===== src/rtl/sram_byte_arbiter_if.sv =====
// Bus bundle between two byte-wide requesters (A, B), the arbiter, and port 0 of the
// 32x512 SRAM macro. The arbiter uses the slave view; the tile/SRAM environment uses master.
interface sram_byte_arbiter_if;
    logic        a_req;
    logic        a_we;
    logic [10:0] a_addr;
    logic [7:0]  a_wdata;
    logic        a_ack;
    logic [7:0]  a_rdata;

    logic        b_req;
    logic        b_we;
    logic [10:0] b_addr;
    logic [7:0]  b_wdata;
    logic        b_ack;
    logic [7:0]  b_rdata;

    logic        ram_clk0;
    logic        ram_csb0;
    logic        ram_web0;
    logic [3:0]  ram_wmask0;
    logic [8:0]  ram_addr0;
    logic [31:0] ram_din0;
    logic [31:0] ram_dout0;

    modport master (
        output a_req, a_we, a_addr, a_wdata,
        input  a_ack, a_rdata,
        output b_req, b_we, b_addr, b_wdata,
        input  b_ack, b_rdata,
        input  ram_clk0, ram_csb0, ram_web0, ram_wmask0, ram_addr0, ram_din0,
        output ram_dout0
    );

    modport slave (
        input  a_req, a_we, a_addr, a_wdata,
        output a_ack, a_rdata,
        input  b_req, b_we, b_addr, b_wdata,
        output b_ack, b_rdata,
        output ram_clk0, ram_csb0, ram_web0, ram_wmask0, ram_addr0, ram_din0,
        input  ram_dout0
    );
endinterface


===== src/rtl/sram_byte_arbiter.sv =====
// Round-robin arbiter sharing SRAM port 0 between two byte requesters; converts byte
// addresses to word address + lane, masking lanes on writes and extracting them on reads.
module sram_byte_arbiter #(
    parameter int RD_LAT = 1
) (
    input  logic               clk,
    input  logic               rst,
    sram_byte_arbiter_if.slave bus,
    output logic [1:0]         dbg_state
);

    // Handshake: a requester raises req with we/addr/wdata stable and holds them until its
    // one-cycle ack; req is sampled only in IDLE, so a request still high during ack is
    // treated as the next access, whose fields must already be updated by then.

    typedef enum logic [1:0] {
        IDLE   = 2'd0,
        ISSUE  = 2'd1,
        RDWAIT = 2'd2,
        ACK    = 2'd3
    } state_t;

    localparam logic [1:0] CNT_LAST = 2'(RD_LAT - 1);

    state_t      state;
    state_t      state_nxt;

    logic        grant;
    logic        pick_b;
    logic        sel_we;
    logic [10:0] sel_addr;
    logic [7:0]  sel_wdata;
    logic [7:0]  rd_byte;

    logic        own_b;
    logic        last_b;
    logic        we_q;
    logic [1:0]  lane_q;
    logic [1:0]  cnt;

    assign bus.ram_clk0 = clk;
    assign dbg_state    = state;

    always_comb begin
        grant     = bus.a_req | bus.b_req;
        // On contention the requester that did not win last time goes first.
        pick_b    = bus.b_req & (~bus.a_req | ~last_b);
        sel_we    = pick_b ? bus.b_we    : bus.a_we;
        sel_addr  = pick_b ? bus.b_addr  : bus.a_addr;
        sel_wdata = pick_b ? bus.b_wdata : bus.a_wdata;
        rd_byte   = bus.ram_dout0[{lane_q, 3'b000} +: 8];

        state_nxt = state;
        case (state)
            IDLE:    if (grant) state_nxt = ISSUE;
            ISSUE:   state_nxt = we_q ? ACK : RDWAIT;
            RDWAIT:  if (cnt == CNT_LAST) state_nxt = ACK;
            ACK:     state_nxt = IDLE;
            default: state_nxt = IDLE;
        endcase
    end

    always_ff @(posedge clk or posedge rst) begin
        if (rst) state <= IDLE;
        else     state <= state_nxt;
    end

    always_ff @(posedge clk or posedge rst) begin
        if (rst) begin
            bus.ram_csb0   <= 1'b1;
            bus.ram_web0   <= 1'b1;
            bus.ram_wmask0 <= 4'b0000;
            bus.ram_addr0  <= 9'd0;
            bus.ram_din0   <= 32'd0;
            bus.a_ack      <= 1'b0;
            bus.b_ack      <= 1'b0;
            bus.a_rdata    <= 8'd0;
            bus.b_rdata    <= 8'd0;
            own_b          <= 1'b0;
            last_b         <= 1'b1;
            we_q           <= 1'b0;
            lane_q         <= 2'd0;
            cnt            <= 2'd0;
        end else begin
            bus.a_ack <= 1'b0;
            bus.b_ack <= 1'b0;
            case (state)
                IDLE: begin
                    if (grant) begin
                        own_b         <= pick_b;
                        last_b        <= pick_b;
                        we_q          <= sel_we;
                        lane_q        <= sel_addr[1:0];
                        // SRAM command registered here so it is stable for the whole ISSUE cycle.
                        bus.ram_csb0  <= 1'b0;
                        bus.ram_web0  <= ~sel_we;
                        bus.ram_addr0 <= sel_addr[10:2];
                        if (sel_we) begin
                            bus.ram_wmask0 <= 4'b0001 << sel_addr[1:0];
                            bus.ram_din0   <= {4{sel_wdata}};
                        end else begin
                            bus.ram_wmask0 <= 4'b0000;
                        end
                    end
                end
                ISSUE: begin
                    bus.ram_csb0   <= 1'b1;
                    bus.ram_web0   <= 1'b1;
                    bus.ram_wmask0 <= 4'b0000;
                    cnt            <= 2'd0;
                    if (we_q) begin
                        if (own_b) bus.b_ack <= 1'b1;
                        else       bus.a_ack <= 1'b1;
                    end
                end
                RDWAIT: begin
                    cnt <= cnt + 2'd1;
                    if (cnt == CNT_LAST) begin
                        if (own_b) begin
                            bus.b_rdata <= rd_byte;
                            bus.b_ack   <= 1'b1;
                        end else begin
                            bus.a_rdata <= rd_byte;
                            bus.a_ack   <= 1'b1;
                        end
                    end
                end
                default: ;
            endcase
        end
    end

endmodule


===== src/flat_wrapper.sv =====
// flat-port wrapper written by rule: the top's interface ports become plain ports
module sram_byte_arbiter_flat 
#(
    parameter int RD_LAT = 1
)
  (clk, rst, dbg_state, bus_a_req, bus_a_we, bus_a_addr, bus_a_wdata, bus_a_ack, bus_a_rdata, bus_b_req, bus_b_we, bus_b_addr, bus_b_wdata, bus_b_ack, bus_b_rdata, bus_ram_clk0, bus_ram_csb0, bus_ram_web0, bus_ram_wmask0, bus_ram_addr0, bus_ram_din0, bus_ram_dout0);
  sram_byte_arbiter_if bus_i ();
  input  logic clk;
  input  logic rst;
  output logic [1:0] dbg_state;
  input wire logic [$bits(bus_i.a_req)-1:0] bus_a_req;
  input wire logic [$bits(bus_i.a_we)-1:0] bus_a_we;
  input wire logic [$bits(bus_i.a_addr)-1:0] bus_a_addr;
  input wire logic [$bits(bus_i.a_wdata)-1:0] bus_a_wdata;
  output wire logic [$bits(bus_i.a_ack)-1:0] bus_a_ack;
  output wire logic [$bits(bus_i.a_rdata)-1:0] bus_a_rdata;
  input wire logic [$bits(bus_i.b_req)-1:0] bus_b_req;
  input wire logic [$bits(bus_i.b_we)-1:0] bus_b_we;
  input wire logic [$bits(bus_i.b_addr)-1:0] bus_b_addr;
  input wire logic [$bits(bus_i.b_wdata)-1:0] bus_b_wdata;
  output wire logic [$bits(bus_i.b_ack)-1:0] bus_b_ack;
  output wire logic [$bits(bus_i.b_rdata)-1:0] bus_b_rdata;
  output wire logic [$bits(bus_i.ram_clk0)-1:0] bus_ram_clk0;
  output wire logic [$bits(bus_i.ram_csb0)-1:0] bus_ram_csb0;
  output wire logic [$bits(bus_i.ram_web0)-1:0] bus_ram_web0;
  output wire logic [$bits(bus_i.ram_wmask0)-1:0] bus_ram_wmask0;
  output wire logic [$bits(bus_i.ram_addr0)-1:0] bus_ram_addr0;
  output wire logic [$bits(bus_i.ram_din0)-1:0] bus_ram_din0;
  input wire logic [$bits(bus_i.ram_dout0)-1:0] bus_ram_dout0;
  assign bus_i.a_req = bus_a_req;
  assign bus_i.a_we = bus_a_we;
  assign bus_i.a_addr = bus_a_addr;
  assign bus_i.a_wdata = bus_a_wdata;
  assign bus_a_ack = bus_i.a_ack;
  assign bus_a_rdata = bus_i.a_rdata;
  assign bus_i.b_req = bus_b_req;
  assign bus_i.b_we = bus_b_we;
  assign bus_i.b_addr = bus_b_addr;
  assign bus_i.b_wdata = bus_b_wdata;
  assign bus_b_ack = bus_i.b_ack;
  assign bus_b_rdata = bus_i.b_rdata;
  assign bus_ram_clk0 = bus_i.ram_clk0;
  assign bus_ram_csb0 = bus_i.ram_csb0;
  assign bus_ram_web0 = bus_i.ram_web0;
  assign bus_ram_wmask0 = bus_i.ram_wmask0;
  assign bus_ram_addr0 = bus_i.ram_addr0;
  assign bus_ram_din0 = bus_i.ram_din0;
  assign bus_i.ram_dout0 = bus_ram_dout0;
  sram_byte_arbiter #(.RD_LAT(RD_LAT)) u_core (.clk(clk), .rst(rst), .bus(bus_i), .dbg_state(dbg_state));
endmodule

===== config.mk =====
export PLATFORM = sky130hd
export DESIGN_NAME = sram_byte_arbiter_flat
export DESIGN_NICKNAME = d
export VERILOG_FILES = /design/src/rtl/sram_byte_arbiter_if.sv /design/src/rtl/sram_byte_arbiter.sv /design/src/flat_wrapper.sv
export SDC_FILE = /design/constraint.sdc
export NUM_CORES = 1
export LEC_CHECK = 0
export CORE_ASPECT_RATIO = 2
export CORE_MARGIN = 1
export CORE_UTILIZATION = 30
export DETAILED_ROUTE_END_ITERATION = 10
export PLACE_DENSITY_LB_ADDON = 0.08
export SLEW_MARGIN = 40
export SYNTH_ARGS = -nofsm -noshare
export SYNTH_HDL_FRONTEND = slang
export SYNTH_SLANG_ARGS = --single-unit

===== constraint.sdc =====
create_clock -name clk -period 1.7 [get_ports clk]
set_clock_uncertainty 0.15 [all_clocks]
set_input_delay 0.51 -clock clk [delete_from_list [all_inputs] [get_ports clk]]
set_output_delay 0.51 -clock clk [all_outputs]
set_load 0.1 [all_outputs]

==> flow_summary.toml, run 1 <==
[run_status]
failing_checks = "negative setup slack"
outcome = "finished with violations"

[synthesis]
synth_fp_nets = 307
synthDistinctLibCells = 34
synth_area_leaders = "dfrtp_1 44%, buf_4 7.6%, mux2_2 7.6%, mux2i_1 7.6%, mux4_2 6.8%"
yosys.area.top_type = "dfrtp_1"
synth.avg_cell_area_sq_um = 11.7
synth.cell_area_sq_mm = 0.00265
portion_of_the_post_synthesis_area_used_by_sequential_elements = 0.474
yosysWarningCount = 0
postSynthRegisterBits = 50
synth_largest_type_area_fraction = 0.444
synthesized_instance_count = 227

[worst_setup_path]
crit_family = "flip-flops"
worst-setup-path-type = "reg2out"
worst_setup_path_start_kind = "register"
delay_of_the_slowest_critical_path_stage_ps = 510
worstPathCellList = "buf_6 -> buf_12"
arrival_ps = 1200
required_time_reported_for_the_critical_path_endpoint_ps = 1040
timing.critical_path.to_type = "primary output"
critical_path.max_fanout = 3
critPathBufInv = 2
critPathSlowestCell = "dfrtp_4"
reg2reg_slack_ps = -140

[timing]
rsz0062_at_grt = "yes"
slew_viol_final = 0
finalCriticalPeriod_ps = 1860
relSlewSlack = 0.721
max_freq_ghz = 0.538
final_tns_setup_ps = -4880
setup_slack_ps = -160
finalSetupViolations = 55
report.final.hold_viol_count = 0
hold_slack_ps = 334
timing.final.crit_share = 1.09
tightest_slew_ps = 419

[clocking]
clk-insertion-delay-late_ps = 390
worst_setup_hold_path_clk_slew_ps = 60
tritoncts_clock_tree = "yes"
cts_hold_repair.buffers = 0

[final_layout]
postLayoutCellArea_sq_mm = 0.00546
number_of_inserted_diodes = 0
syn_to_final_growth_pct = 106
final_non_filler_cells = 474
final_cell_mix = "75 x buf_12, 73 x clkdlybuf4s50_1, 37 x dfrtp_1, 19 x mux2i_1, 18 x buf_4"
post_route_cells_drive_above_1_share = 0.463
number_of_nets_at_the_end_of_the_flow = 453
fill_cell_count = 664
final_common_cell = "buf_12"

[floorplan]
die-width_um = 68.5
io_pins = 144
die_height_um = 135
floorplan.core_area_sq_mm = 0.00859
start_util = 0.309
total_number_of_placement_rows = 48
die_area_sq_mm = 0.00924

[route]
number_of_nets_with_antenna_violations_after_routing = 0
avg_vias_per_cell = 4.85
routed-via-count = 2301
detail_route.first_pass.iterations = 4
drt_iter0_markers = 45
wire_per_inst_um = 16.6
routed_wl_um = 7860
drc = 0

[global_routing]
initial_antenna_violation_count = 0
vias_in_the_first_global_route = 2381
grt_first_pass_wirelength_um = 11600
gr-usage-all-layers = 0.173
total_grt_overflow = 0
grt_max_degree = 26

[worst_hold_path]
hold_path_class = "reg2reg"

[place]
routabilityCongestion = 0.757
placedCellCount = 454
total_half_perimeter_wirelength_after_legalization_and_detailed_placement_um = 6120
placedInstanceArea_sq_mm = 0.00498
portBuffers = 143

[flow_run]
maxCapViolCount = 0
==> Yosys cell counts <==
| cell type | count |
|---|---|
| buf_4 | 27 |
| nand2_1 | 16 |
| nor3_1 | 1 |
| dfrtp_1 | 47 |
| nand3b_1 | 1 |
| clkbuf_1 | 7 |
| o31ai_1 | 4 |
| nor2_1 | 2 |
| a32o_2 | 1 |
| nor4b_1 | 2 |
| o21ai_0 | 13 |
| mux4_2 | 8 |
| mux2i_1 | 20 |
| a2111oi_0 | 1 |
| mux2_2 | 18 |
| nand2b_1 | 1 |
| a22o_1 | 2 |
| o21ai_2 | 2 |
| o21bai_1 | 1 |
| ha_1 | 4 |
| buf_2 | 2 |
| inv_1 | 9 |
| o21ai_1 | 1 |
| and4b_1 | 1 |
| buf_6 | 3 |
| or3b_2 | 1 |
| dfstp_2 | 3 |
| a21oi_1 | 13 |
| a21boi_2 | 1 |
| and3_1 | 1 |
| nor3b_1 | 1 |
| a41oi_1 | 1 |
| nand3_1 | 3 |
| a31oi_1 | 9 |
==> registers in the layout, summed over array words and instances (netlist names) <==
signal	count
u_core.bus.a_ack	1
u_core.bus.ram_csb0	1
u_core.bus.b_rdata	8
u_core.cnt	2
u_core.we_q	1
u_core.last_b	1
u_core.bus.ram_wmask0	4
u_core.bus.a_rdata	8
u_core.lane_q	2
u_core.dbg_state	2
u_core.bus.b_ack	1
u_core.bus.ram_web0	1
u_core.own_b	1
u_core.bus.ram_addr0	9
u_core.bus.ram_din0	8
==> area by class of cell <==
cell class                      instances  area [sq um]  share of cell area
Multi-Input combinational cell        130          1260               0.231
Timing Repair Buffer                  174          2490               0.457
Sequential cell                        50          1290               0.237
Clock buffer                            9           206              0.0378
Clock inverter                          2          37.5             0.00687
Inverter                                9          42.5             0.00779
Tap cell                              100           125              0.0229
==> routing by layer <==
metal	up-vias	wire length (um)	global-route usage
li1	1087	-	-
met1	1105	2540	0.159
met2	98	4590	0.338
met3	11	569	0.0405
met4	0	158	0.0683
met5	-	0	0
==> stage by stage <==
step | setup slack (ps) | util
finish | -160 | 0.636
global route | -189 | 0.636
CTS | -171 | 0.627
detailed placement | -750 | 0.580
global placement | -750 | 0.580
floorplan | -329 | -
==> what timing repair did <==
action / in CTS / in global routing
buffers inserted: 6 / 1
endpoints found under the setup margin: 66 / 74
resized for setup: 23 / 11
pin swaps: 1 / 2
gates cloned: 2 / 1
==> worst reg2reg max path, stage by stage, from the launching register on <==
cell	delay (ps)
dfrtp_4	510
inv_4	80
ha_4	160
or3b_4	430
o21ai_4	100
mux2_4	310
==> logic make-up after synthesis <==
logic type	Yosys count	synth area share
DFF	50	0.474
AOI/OAI and AO/OA	49	0.115
buffers and inverters	48	0.116
muxes	46	0.220
and+or+nand+nor	30	0.0571
adders and majority gates	4	0.0189
==> final timing paths <==
path	startpoint	to	cells past startpoint
min	u_core.bus.ram_web0$_DFFE_PP1P_	u_core.bus.ram_web0$_DFFE_PP1P_	2
max reg2reg	u_core.dbg_state[0]$_DFFE_PP0P_	u_core.dbg_state[1]$_DFFE_PP0P_	5
max in group asynchronous	rst	u_core.bus.ram_din0[29]$_DFFE_PP0P_	3
max	u_core.dbg_state[1]$_DFFE_PP0P_	dbg_state[1]	2
min in group asynchronous	rst	u_core.lane_q[0]$_DFFE_PP0P_	3
min reg2reg	u_core.bus.ram_web0$_DFFE_PP1P_	u_core.bus.ram_web0$_DFFE_PP1P_	2
Power of run 1 is not shown: default switching activity piles up to over one toggle a cycle in this logic, so the estimate is an artifact.
==> inputs of run 2 (changes only) <==
--- a/config.mk
+++ b/config.mk
@@ -5,9 +5,11 @@
 export SDC_FILE = /design/constraint.sdc
 export NUM_CORES = 1
 export LEC_CHECK = 0
+export ABC_AREA = 1
 export CORE_ASPECT_RATIO = 2
 export CORE_MARGIN = 1
 export CORE_UTILIZATION = 30
+export CTS_CLUSTER_SIZE = 12
 export DETAILED_ROUTE_END_ITERATION = 10
 export PLACE_DENSITY_LB_ADDON = 0.08
 export SLEW_MARGIN = 40
==> run 2 against run 1 <==
- the flow still finishes with violations (negative setup slack)
- synthesized area rose by 0.38%
- routed wire length rose by 0.37%
- hold slack got worse by 14 ps
- sequential share of layout area rose by 0.54 points
- flip-flop and latch count did not move
- worst setup slack improved by 47 ps
- highest routed layer unchanged
==> flow_summary.toml, run 2 <==
[worst_hold_path]
hold_start = "u_core.last_b$_DFFE_PP1P_"
hold_path_class = "reg2reg"
worst_hold_path_endpoint = "u_core.last_b$_DFFE_PP1P_"
holdPathStages = 2

[synthesis]
synth-edff-count = 0
synth_fa_ha_area_frac = 0.0188
synth_most_common_cell = "nand2_1"
synth_top_family_by_area = "simple AND/OR/NAND/NOR gates"
netlist_top_cells_count = "142 x nand2_1, 47 x dfrtp_1, 36 x o21ai_0, 29 x buf_4, 26 x nand3_1"
mux_contribution_to_synthesized_area = 0
synth_area_leaders = "dfrtp_1 44%, nand2_1 20%, buf_4 8.2%, o21ai_0 6.8%, nand3_1 4.9%"
post_synth_xor_xnor_area = 0
synthesized_instance_count = 346
synth_largest_type_area_fraction = 0.442
synth_compound_gate_area_share = 0.0917
synth.avg_cell_area_sq_um = 7.69
synthFlopType = "dfrtp_1"
synth_fp_nets = 426
yosys.area.top_type = "dfrtp_1"
synth.cell_area_sq_mm = 0.00266
yosysWarningCount = 0
async_flop_share = 1.00
portion_of_the_post_synthesis_area_used_by_sequential_elements = 0.472
synthDistinctLibCells = 23
synth-simple-area-share = 0.294
postSynthRegisterBits = 50

[worst_setup_path]
worst-setup-path-type = "reg2out"
delay_of_the_slowest_critical_path_stage_ps = 550
required_time_reported_for_the_critical_path_endpoint_ps = 1040
worstPathCellList = "buf_12"
critPathSlowestCell = "dfrtp_4"
critical_path.max_fanout = 5
critPathBufInv = 1
worst_r2r_endpoint = "u_core.bus.ram_din0[29]$_DFFE_PP0P_"
worst_setup_path_start_kind = "register"
arrival_ps = 1150
reg2reg_from = "u_core.dbg_state[0]$_DFFE_PP0P_"
crit_family = "flip-flops"
worstRegToRegCells = 10
reg2reg_slack_ps = -70
timing.critical_path.to_type = "primary output"

[clocking]
cts_hold_repair.buffers = 0
tritoncts_clock_tree = "yes"
worst_setup_hold_path_clk_slew_ps = 70
clk-insertion-delay-late_ps = 410

[flow_run]
maxCapViolCount = 0

[floorplan]
die_height_um = 135
die-width_um = 68.6
total_number_of_placement_rows = 48
floorplan.core_area_sq_mm = 0.00859
io_pins = 144
die_area_sq_mm = 0.00927
start_util = 0.310

[final_layout]
syn_to_final_growth_pct = 101
fill_cell_count = 737
largest_reg_flops = 9
final_common_cell = "nand2_1"
post_route_cells_drive_above_1_share = 0.327
final_non_filler_cells = 590
number_of_nets_at_the_end_of_the_flow = 569
number_of_inserted_diodes = 0
largest-register = "u_core.bus.ram_addr0"
final_cell_mix = "124 x nand2_1, 75 x clkdlybuf4s50_1, 69 x buf_12, 37 x dfrtp_1, 26 x o21ai_0"

[route]
topmost_layer_with_routed_signal_wires = "met4"
number_of_nets_with_antenna_violations_after_routing = 0
drc = 0
met2WireLength_um = 4770
detail_route.first_pass.iterations = 4
drt_iter0_markers = 55
wire_per_inst_um = 13.4
routed_wl_um = 7890
avg_vias_per_cell = 4.59
wl_met3_um = 461
routedLengthMet1_um = 2550
routed-via-count = 2706

[timing]
rsz0062_at_grt = "yes"
finalCriticalPeriod_ps = 1810
report.final.hold_viol_count = 0
timing.final.crit_share = 1.07
relSlewSlack = 0.790
max_freq_ghz = 0.551
finalSetupViolations = 56
setup_slack_ps = -113
tightest_slew_ps = 315
slew_viol_final = 0

[place]
placedCellCount = 569
portBuffers = 143
total_half_perimeter_wirelength_after_legalization_and_detailed_placement_um = 6280
routabilityCongestion = 0.750
detailedPlace.worstSlack_ps = -750

[global_routing]
grt_first_pass_wirelength_um = 12100
initial_antenna_violation_count = 0
grt_max_degree = 33
gr-usage-all-layers = 0.180
vias_in_the_first_global_route = 2577
total_grt_overflow = 0

[run_status]
outcome = "finished with violations"
failing_checks = "negative setup slack"
[run 2: changes by cell type in the layout (fill, tap and decap cells not counted), sizes merged, moves of 10 or more]
| cell | previous run | this run |
|---|---|---|
| nand3 | 3 | 26 |
| a21oi | 13 | 3 |
| mux2 | 18 | 0 |
| nand2 | 16 | 144 |
| o21ai | 17 | 42 |
| mux2i | 20 | 0 |
| nor2 | 2 | 19 |
[run 2: final cells by class]
type                       instances  area, sq um  share of cell area
clock buffer                       8          203              0.0379
inverter                          19          100              0.0187
tap                              100          125              0.0234
clock inverter                     3         68.8              0.0129
timing repair buffer             168         2350               0.439
multi-input combinational        241         1200               0.225
sequential                        50         1290               0.242
timing repair inverter             1         6.26             0.00117
[run 2: worst max path at each step]
stage / end / cells after the start / slack, ps / start
6_report: bus_ram_din0[11] / 1 / -110 / u_core.bus.ram_din0[27]$_DFFE_PP0P_
4_1_cts: bus_ram_din0[3] / 1 / -120 / u_core.bus.ram_din0[27]$_DFFE_PP0P_
2_1_floorplan: u_core.bus.ram_addr0[4]$_DFFE_PP0P_ / 8 / 10 / u_core.dbg_state[0]$_DFFE_PP0P_
3_5_place_dp: bus_ram_clk0 / 1 / -750 / clk
5_1_grt: u_core.bus.ram_din0[30]$_DFFE_PP0P_ / 10 / -140 / u_core.dbg_state[0]$_DFFE_PP0P_
3_3_place_gp: bus_ram_clk0 / 1 / -750 / clk
[run 2: layer usage]
layer  vias to the layer above  GRT usage
li1                       1355          -
met1                      1246      0.175
met2                        95      0.344
met3                        10     0.0438
met4                         0     0.0625
met5                         -          0
[run 2: per-stage QoR]
step,hold slack (ps),instance area (sq um),setup TNS [ps],utilization
detailed placement,312,4830,-7550,0.563
CTS,325,5140,-4160,0.599
global route,336,5340,-6560,0.622
finish,320,5340,-4300,0.622
floorplan,292,2740,0,-
global placement,312,4830,-6990,0.563
[run 2: kinds of logic (layout without fill, tap and decap cells)]
family / after synthesis / after routing
and+or+nand+nor: 190 / 190
DFF: 50 / 50
AOI/OAI and AO/OA: 47 / 47
adders and majority gates: 4 / 4
buffers and inverters: 55 / 199
[run 2: timing repair]
action	in CTS	in global routing
gates resized for setup	14	53
buffers inserted	3	6
cloned	0	2
pin swaps	1	12
setup endpoints to repair	38	78
Power of run 2 is left out for the same reason.
==> inputs of run 3 (changes only) <==
--- a/config.mk
+++ b/config.mk
@@ -12,6 +12,7 @@
 export CTS_CLUSTER_SIZE = 12
 export DETAILED_ROUTE_END_ITERATION = 10
 export PLACE_DENSITY_LB_ADDON = 0.08
+export SKIP_CTS_REPAIR_TIMING = 1
 export SLEW_MARGIN = 40
 export SYNTH_ARGS = -nofsm -noshare
 export SYNTH_HDL_FRONTEND = slang
==> run 3 against run 2 <==
- the run now fails in 5_1_grt
- synthesized cell count unchanged
- synthesized area unchanged
==> flow_summary.toml, run 3 <==
[synthesis]
postSynthRegisterBits = 50
synth.avg_cell_area_sq_um = 7.69
synth_most_common_cell = "nand2_1"
synth_area_leaders = "dfrtp_1 44%, nand2_1 20%, buf_4 8.2%, o21ai_0 6.8%, nand3_1 4.9%"
synth_largest_type_area_fraction = 0.442
synth_fp_nets = 426
portion_of_the_post_synthesis_area_used_by_sequential_elements = 0.472
synthDistinctLibCells = 23
async_flop_share = 1.00
synthesized_instance_count = 346
synth-edff-count = 0
synthFlopType = "dfrtp_1"
synth.cell_area_sq_mm = 0.00266
yosysWarningCount = 0
netlist_top_cells_count = "142 x nand2_1, 47 x dfrtp_1, 36 x o21ai_0, 29 x buf_4, 26 x nand3_1"
yosys.area.top_type = "dfrtp_1"

[global_routing]
total_grt_overflow = 196583
gr-usage-all-layers = 33.4
grt_max_degree = 33

[place]
placedInstanceArea_sq_mm = 0.00483
portBuffers = 143
detailedPlace.worstSlack_ps = -750
routabilityCongestion = 0.750
total_half_perimeter_wirelength_after_legalization_and_detailed_placement_um = 6280

[run_status]
outcome = "stopped before the end"
last-stage-reached = "5_1_grt"
flow.first_error = "[ERROR GRT-0232] Routing congestion too high. Check the congestion heatmap in the GUI."

[floorplan]
io_pins = 144
die_height_um = 135
start_util = 0.310
die-width_um = 68.6
total_number_of_placement_rows = 48

[timing]
worst-ep-kind = "top-level output"
worstEndpointGrtRepair = "bus_ram_web0"
-- run 3: cell counts after synthesis --
Identical to the previous run, type by type.
-- run 3: routing by layer --
metal  overflow  GRT usage
met3      65527       55.2
met1          0      0.177
met5          0          0
met2          0      0.351
met4     131056        152
-- run 3: logic make-up after synthesis --
kind of cell,after synthesis,synth area share
buffers and inverters,55,0.124
flip-flops,50,0.472
AND/OR/NAND/NOR,190,0.294
AO/OA/AOI/OAI,47,0.0917
adder cells (fa/ha/maj),4,0.0188
-- run 3: metrics by stage --
step	TNS [ps]	utilization	instances	hold slack, ps
floorplan	0	-	346	292
CTS	-5110	0.594	580	325
global placement	-6990	0.563	569	312
detailed placement	-7550	0.563	569	312
==> inputs of run 4 (changes only) <==
--- a/config.mk
+++ b/config.mk
@@ -6,12 +6,10 @@
 export NUM_CORES = 1
 export LEC_CHECK = 0
 export ABC_AREA = 1
-export CORE_ASPECT_RATIO = 2
 export CORE_MARGIN = 1
-export CORE_UTILIZATION = 30
-export CTS_CLUSTER_SIZE = 12
+export CORE_UTILIZATION = 20
 export DETAILED_ROUTE_END_ITERATION = 10
-export PLACE_DENSITY_LB_ADDON = 0.08
+export PLACE_DENSITY_LB_ADDON = 0.15
 export SKIP_CTS_REPAIR_TIMING = 1
 export SLEW_MARGIN = 40
 export SYNTH_ARGS = -nofsm -noshare
==> constraint.sdc (replaced) <==
create_clock -name clk -period 2.2 [get_ports clk]
set_clock_uncertainty 0.15 [all_clocks]
set_input_delay 0.66 -clock clk [delete_from_list [all_inputs] [get_ports clk]]
set_output_delay 0.66 -clock clk [all_outputs]
set_load 0.1 [all_outputs]
==> run 4 against run 3 <==
- the flow now finishes without violations
==> flow_summary.toml, run 4 (synthesized netlist as in run 2, its figures left out) <==
[run_status]
outcome = "complete, no violations"

[final_layout]
largest-register = "u_core.bus.ram_addr0"
syn_to_final_growth_pct = 92.2
number_of_inserted_diodes = 0
post_route_cells_drive_above_1_share = 0.232
number_of_nets_at_the_end_of_the_flow = 558
largest_reg_flops = 9
final_common_cell = "nand2_1"
final_cell_mix = "142 x nand2_1, 75 x clkdlybuf4s50_1, 70 x buf_12, 46 x dfrtp_1, 36 x o21ai_0"

[place]
routabilityCongestion = 0.782
portBuffers = 143
total_half_perimeter_wirelength_after_legalization_and_detailed_placement_um = 6800

[timing]
rsz0062_at_grt = "yes"
tightest_slew_ps = 407
relSlewSlack = 0.728
report.final.hold_viol_count = 0
hold_slack_ps = 318
slew_viol_final = 0
finalSetupViolations = 0

[route]
detail_route.first_pass.iterations = 4
wire_per_inst_um = 13.1
drc = 0
number_of_nets_with_antenna_violations_after_routing = 0
drt_iter0_markers = 113
routed-via-count = 2598
avg_vias_per_cell = 3.99
routed_wl_um = 8560

[clocking]
clk-insertion-delay-late_ps = 400
tritoncts_clock_tree = "yes"
worst_setup_hold_path_clk_slew_ps = 70

[floorplan]
die_height_um = 117
die-width_um = 117
io_pins = 144
start_util = 0.208
floorplan.core_area_sq_mm = 0.0128
total_number_of_placement_rows = 41
die_area_sq_mm = 0.0138

[global_routing]
grt_first_pass_wirelength_um = 14200
vias_in_the_first_global_route = 2781
initial_antenna_violation_count = 0
grt_max_degree = 51
gr-usage-all-layers = 0.132
total_grt_overflow = 0

[worst_setup_path]
worst_setup_path_start_kind = "clock port"
critPathBufInv = 2
crit_family = "buffers and inverters"
critPathSlowestCell = "buf_16"
worstPathCellList = "clkbuf_16 -> buf_16"
critical_path.max_fanout = 2
arrival_ps = 1390
timing.critical_path.to_type = "primary output"
delay_of_the_slowest_critical_path_stage_ps = 160
required_time_reported_for_the_critical_path_endpoint_ps = 1390
worst-setup-path-type = "clk2out"

[worst_hold_path]
hold_path_class = "reg2reg"

[flow_run]
maxCapViolCount = 0
run 4: final cells by class:
type / count / area [sq um]
timing repair buffer: 158 / 2250
clock buffer: 9 / 206
inverter: 19 / 73.8
tap: 172 / 215
sequential: 50 / 1260
clock inverter: 2 / 37.5
fill: 1281 / 7660
multi-input combinational: 241 / 1070
run 4: metal layers:
layer / track usage / wire (um)
met5: 0 / 0
met2: 0.242 / 4660
met4: 0.0584 / 150
met3: 0.0287 / 274
met1: 0.146 / 3470
run 4: path summary, 6_finish.rpt:
check                                                start                                   to  slack, ps  depth (start not counted)
min                              u_core.last_b$_DFFE_PP1P_            u_core.last_b$_DFFE_PP1P_        320                          2
max in group asynchronous                              rst      u_core.bus.ram_web0$_DFFE_PP1P_       1130                          3
min in group asynchronous                              rst    u_core.bus.a_rdata[3]$_DFFE_PP0P_        480                          3
max                                                    clk                         bus_ram_clk0          4                          2
min reg2reg                      u_core.last_b$_DFFE_PP1P_            u_core.last_b$_DFFE_PP1P_        320                          2
max reg2reg                u_core.dbg_state[0]$_DFFE_PP0P_  u_core.bus.ram_din0[26]$_DFFE_PP0P_        360                          9
run 4: tightest hold or removal path: cells and delay by family (launching register included):
family / cells / cell delay, ps
and+or+nand+nor: 2 / 90
DFF: 1 / 370
run 4: per-stage QoR:
step,cell area (sq um),setup TNS [ps],instances,setup WS (ps),utilization
6_report,5110,0,651,4.28,0.400
5_1_grt,5110,-2.94,651,-2.94,0.400
4_1_cts,5120,-923,652,-923,0.401
3_5_place_dp,4880,-650,641,-650,0.382
3_3_place_gp,4880,-650,641,-650,0.382
2_1_floorplan,2660,0,346,16.9,-
Power of run 4 is left out for the same reason.
